### src/rtl/sum_ov_collector.sv
`default_nettype none
// ============================================================================
// Module   : sum_ov_collector
// Summary  : Small FIFO that queues {ov,sum} adder results and keeps running
//            statistics: total, overflow count and a sticky accumulator-wrap flag.
//            Define SUM_COLLECT_SAT_EN to make the accumulator saturate
//            instead of wrapping.
// Revision : 1.0 - initial release
// ============================================================================
module sum_ov_collector #(
    parameter int DEPTH = 4,
    parameter int ACC_W = 8
) (
    input  logic                     clk,
    input  logic                     rst,
    input  logic                     in_valid,
    output logic                     in_ready,
    input  logic [3:0]               in_sum,
    input  logic                     in_ov,
    input  logic                     clr,
    output logic                     out_valid,
    input  logic                     out_ready,
    output logic [3:0]               out_sum,
    output logic                     out_ov,
    output logic [$clog2(DEPTH):0]   count,
    output logic [ACC_W-1:0]         acc,
    output logic [3:0]               ov_cnt,
    output logic                     acc_wrap
);

    localparam int PTR_W = $clog2(DEPTH);
    localparam int CNT_W = PTR_W + 1;
    localparam int SUM_W = ACC_W + 1;

    localparam logic [1:0]       c_st_empty = 2'd0;
    localparam logic [1:0]       c_st_part  = 2'd1;
    localparam logic [1:0]       c_st_full  = 2'd2;
    localparam logic [CNT_W-1:0] c_full_cnt = CNT_W'(DEPTH);
    localparam logic [ACC_W-1:0] c_acc_max  = '1;

    logic [1:0]       state_q,  state_d;
    logic [PTR_W-1:0] wr_ptr_q, wr_ptr_d;
    logic [PTR_W-1:0] rd_ptr_q, rd_ptr_d;
    logic [CNT_W-1:0] count_q,  count_d;
    logic [4:0]       mem_q [DEPTH];
    logic [4:0]       mem_d [DEPTH];
    logic [4:0]       head_q, head_d;
    logic [ACC_W-1:0] acc_q, acc_d;
    logic [3:0]       ov_cnt_q, ov_cnt_d;
    logic             acc_wrap_q, acc_wrap_d;

    logic             w_accept;
    logic             w_pop;
    logic [4:0]       w_value;
    logic [SUM_W-1:0] w_acc_sum;

    // Handshakes depend only on registered state, never on in_valid/out_ready.
    assign in_ready  = (state_q != c_st_full);
    assign out_valid = (state_q != c_st_empty);
    assign w_accept  = in_valid && in_ready;
    assign w_pop     = out_valid && out_ready;
    assign w_value   = {in_ov, in_sum};
    assign w_acc_sum = {1'b0, acc_q} + SUM_W'(w_value);

    always_comb begin
        mem_d    = mem_q;
        wr_ptr_d = wr_ptr_q;
        rd_ptr_d = rd_ptr_q;
        count_d  = count_q;
        if (w_accept) begin
            mem_d[wr_ptr_q] = w_value;
            wr_ptr_d        = wr_ptr_q + PTR_W'(1);
        end
        if (w_pop) begin
            rd_ptr_d = rd_ptr_q + PTR_W'(1);
        end
        case ({w_accept, w_pop})
            2'b10:   count_d = count_q + CNT_W'(1);
            2'b01:   count_d = count_q - CNT_W'(1);
            default: count_d = count_q;
        endcase
        if (count_d == '0) begin
            state_d = c_st_empty;
        end else if (count_d == c_full_cnt) begin
            state_d = c_st_full;
        end else begin
            state_d = c_st_part;
        end
        // Head register tracks the next entry so it appears one cycle after
        // acceptance, and holds its last value once the FIFO drains.
        head_d = (count_d != '0) ? mem_d[rd_ptr_d] : head_q;
    end

    always_comb begin
        acc_d      = acc_q;
        ov_cnt_d   = ov_cnt_q;
        acc_wrap_d = acc_wrap_q;
        if (clr) begin
            acc_wrap_d = 1'b0;
            acc_d      = w_accept ? ACC_W'(w_value) : '0;
            ov_cnt_d   = w_accept ? {3'b000, in_ov} : 4'd0;
        end else if (w_accept) begin
`ifdef SUM_COLLECT_SAT_EN
            if (w_acc_sum[ACC_W] || (w_acc_sum[ACC_W-1:0] == c_acc_max)) begin
                acc_d      = c_acc_max;
                acc_wrap_d = 1'b1;
            end else begin
                acc_d = w_acc_sum[ACC_W-1:0];
            end
`else
            acc_d = w_acc_sum[ACC_W-1:0];
            if (w_acc_sum[ACC_W]) begin
                acc_wrap_d = 1'b1;
            end
`endif
            if (in_ov && (ov_cnt_q != 4'hF)) begin
                ov_cnt_d = ov_cnt_q + 4'd1;
            end
        end
    end

    always_ff @(posedge clk or negedge rst) begin
        if (!rst) begin
            state_q    <= c_st_empty;
            wr_ptr_q   <= '0;
            rd_ptr_q   <= '0;
            count_q    <= '0;
            head_q     <= '0;
            acc_q      <= '0;
            ov_cnt_q   <= '0;
            acc_wrap_q <= 1'b0;
            for (int i = 0; i < DEPTH; i++) begin
                mem_q[i] <= '0;
            end
        end else begin
            state_q    <= state_d;
            wr_ptr_q   <= wr_ptr_d;
            rd_ptr_q   <= rd_ptr_d;
            count_q    <= count_d;
            head_q     <= head_d;
            acc_q      <= acc_d;
            ov_cnt_q   <= ov_cnt_d;
            acc_wrap_q <= acc_wrap_d;
            mem_q      <= mem_d;
        end
    end

    assign out_ov   = head_q[4];
    assign out_sum  = head_q[3:0];
    assign count    = count_q;
    assign acc      = acc_q;
    assign ov_cnt   = ov_cnt_q;
    assign acc_wrap = acc_wrap_q;

endmodule
`default_nettype wire

### config.mk
export PLATFORM = sky130hd
export DESIGN_NAME = sum_ov_collector
export DESIGN_NICKNAME = d
export VERILOG_FILES = /design/src/rtl/sum_ov_collector.sv
export SDC_FILE = /design/constraint.sdc
export NUM_CORES = 1
export LEC_CHECK = 0
export CAP_MARGIN = 20
export CORE_ASPECT_RATIO = 0.5
export CORE_UTILIZATION = 55
export CTS_CLUSTER_SIZE = 12
export DETAILED_ROUTE_END_ITERATION = 10
export GPL_ROUTABILITY_DRIVEN = 0
export PLACE_DENSITY = 0.88
export SYNTH_ARGS = -nofsm -noshare
export SYNTH_HDL_FRONTEND = slang
export SYNTH_SLANG_ARGS = --single-unit
export TNS_END_PERCENT = 1
### constraint.sdc
create_clock -name clk -period 3.9 [get_ports clk]
set_input_delay 0.78 -clock clk [delete_from_list [all_inputs] [get_ports clk]]
set_output_delay 0.78 -clock clk [all_outputs]
set_load 0.03 [all_outputs]
==> PnR_summary.wiki <==
{| class="wikitable"
! Metric !! Value
|-
| Hold Crit Class || in2async
|-
| Remaining number of nets flagged by the antenna check after routing || 0
|-
| Worst setup path class || in2reg
|-
| Maximum root-to-sink buffer count || 2
|-
| Total number of vias || 1853
|-
| IR drop worst, VDD || 0.000264 V
|-
| Number of distinct library cell variants in the gate-level netlist after synthesis || 41
|-
| Drt first pass iters || 4
|-
| Instance count of the mapped netlist || 240
|-
| GRT Overall Usage || 0.232
|-
| Post-route DRC violation count || 0
|-
| Vias in the first global route || 1771
|-
| Static leakage power || 1.33 nW
|-
| Fraction of layout instances using a drive strength above 1 || 0.117
|-
| Maximum frequency from static timing analysis || 314 MHz
|-
| Die Span Y || 49.5 um
|-
| Row Count || 16
|-
| Antenna violations before repair || 0
|-
| Grt total ovfl || 0
|-
| Maximum number of pins on one net before global-route repair || 48
|-
| Period minus WS final || 3.18 ns
|-
| Setup_tns || 0 ns
|-
| Core area || 4100 um^2
|-
| Total count of hold-check failures in the final report || 0
|-
| CTS buffer count || 5
|-
| Worst reg2reg path startpoint || state_q[0]$_DFF_PN0_
|-
| Worst setup path startpoint || in_valid
|-
| Main area contributors after synthesis || dfrtp_1, ha_1, nand2_1
|-
| Post-layout net count || 296
|-
| Final period utilization || 0.815
|-
| Post-Syn Area || 2480 um^2
|-
| CP startpoint kind || primary input
|-
| I/O Pins || 33
|-
| Mean post-synth cell area || 10.3 um^2
|-
| Area post-placement || 2840 um^2
|-
| Synthesized netlist net count || 263
|-
| Sequential share of the synthesized area || 0.474
|-
| Routed Wire Length || 5200 um
|-
| Count of instances resized after the clock tree is built || 0
|-
| Quantity of I/O buffers inserted on ports || 32
|-
| Max Transition Viols Final || 0
|-
| Post-Route Skew || 0.00482 ns
|-
| Slew Limit Headroom || 0.595
|-
| Layout overhead on the synthesized area || 20.0%
|-
| Setup Viol. Count Final || 0
|-
| Setup repair after global routing missed its margin || no
|-
| Wire length of the first global-routing pass || 8540 um
|-
| Number of antenna cells inserted || 0
|-
| Seq cells post-synth || 47
|-
| Root cell of the clock tree || clkbuf_8
|-
| Synth warn || 0
|-
| Clock insertion delay at the later pin of the skew report || 0.30 ns
|-
| Most frequent cells in the layout || dfrtp_1, nand2_1, clkdlybuf4s50_1
|-
| Number of vias per cell after detailed routing || 5.65
|-
| Required @ worst endpoint || 4.13 ns
|-
| Leading cell type in the layout, fill and taps excluded || dfrtp_1
|-
| H-tree levels || 2
|-
| Die footprint || 4800 um^2
|-
| Detailed Place HPWL || 3640 um
|-
| Run status || finished, final reports clean
|-
| Worst-margin pin slew || 0.606 ns
|-
| Die Width || 97.0 um
|-
| Average routed wire per standard cell || 15.8 um
|-
| Design area || 2980 um^2
|-
| Area share of the leading cell type in the synthesized netlist || 0.474
|-
| Number of hold-repair buffers added at the cts stage || 0
|-
| Clock-pin transition on the worst setup and hold timing paths || 0.09 ns
|-
| Setup repair bufs after CTS || 0
|-
| Clock tree from TritonCTS || yes
|-
| Setup slack of the most critical reg-to-reg path || 0.80 ns
|-
| Total of max-cap violations || 0
|-
| Leading area contributor after synthesis || dfrtp_1
|-
| Initial core utilization || 0.605
|-
| Clock net sink count || 47
|-
| Worst-path fanout max || 15
|-
| Post-Place Worst Slack || 0.442 ns
|-
| Signal arrival time at the worst endpoint || 3.41 ns
|-
| Count of routing violations after the opening detailed-route iteration || 98
|-
| Overall power consumption || 2.32 mW
|-
| CP endpoint kind || flop
|-
| Post-route worst setup slack || 0.720 ns
|-
| Total power density per cell area || 778 nW/um^2
|}
report_power, final:
part           total [mW]  switching, mW  internal [mW]  leakage (nW)
Sequential          0.800          0.120          0.680         0.579
Combinational        1.14          0.619          0.525         0.689
Clock               0.374          0.167          0.208        0.0612
Total                2.32          0.906           1.41          1.33
state kept, by name (all words and copies together) (netlist names), named ones only:
name and count:
state_q 2, rd_ptr_q 2, count 2, acc 8, head_q 5, acc_wrap 1
mem_q 20, ov_cnt 4, wr_ptr_q 2
final timing paths:
path	endpoint	cells past startpoint
worst max-delay path	head_q[0]$_DFFE_PN0P_	11
worst min-delay path	ov_cnt[1]$_DFFE_PN0P_	1
worst max register to register	head_q[4]$_DFFE_PN0P_	12
worst min register to register	mem_q[7]$_DFF_PN0_	2
max in group asynchronous	mem_q[14]$_DFF_PN0_	2
min in group clk	mem_q[7]$_DFF_PN0_	2
synthesized netlist by cell type (all sizes together):
cell,instances
nand2b,2
o22ai,4
o31ai,1
ha,11
or2,1
o21ai,7
a21o,2
mux2,17
nor3,3
nor2,18
nand4,1
mux2i,2
o211ai,1
and2,1
a211oi,1
a21boi,1
xor2,7
nand3,6
buf,8
clkbuf,2
nor2b,3
o221ai,10
xnor2,6
or3,10
a31oi,1
a21oi,11
nand2,34
dfrtp,47
fa,2
inv,14
and3,3
o21a,3
layout make-up:
class,instances,area (um^2)
Timing Repair Buffer,36,358
Multi-Input combinational cell,169,1210
Inverter,14,52.6
Sequential cell,47,1180
Tap cell,54,67.6
Clock buffer,6,82.6
Clock inverter,2,35.0
Fill cell,280,1130
cell families (layout without fill, tap and decap cells):
kind of cell | after synthesis | after routing | synth area share
fa+ha+maj | 13 | 13 | 0.0716
mux | 19 | 19 | 0.0852
simple gates | 82 | 82 | 0.154
compound gates | 42 | 42 | 0.122
flops | 47 | 47 | 0.474
buf+inv | 24 | 58 | 0.0403
xor+xnor | 13 | 13 | 0.0534
worst max-delay path: stages:
cell             delay (ns)
clkdlybuf4s50_1        0.47
and2_1                 0.27
inv_2                  0.19
ha_1                   0.25
inv_1                  0.07
fa_1                   0.40
nor2b_1                0.15
a21oi_1                0.22
nand2b_1               0.40
nor2_1                 0.09
a21oi_2                0.11
per-stage QoR:
stage                      util  hold slack (ns)  cells
after floorplan               -            0.439    240
after detailed placement  0.692            0.456    319
after global placement    0.692            0.452    319
after global routing      0.726            0.288    328
after CTS                 0.721            0.477    327
final                     0.726            0.290    328
routing by layer:
metal	track usage	share of wire	vias to the layer above
met5	0	0	-
met4	0.0721	0.015	0
met3	0.0525	0.037	9
met2	0.366	0.46	36
met1	0.325	0.48	910
li1	-	-	898
No activity file was read; power rests on OpenSTA's default activity.
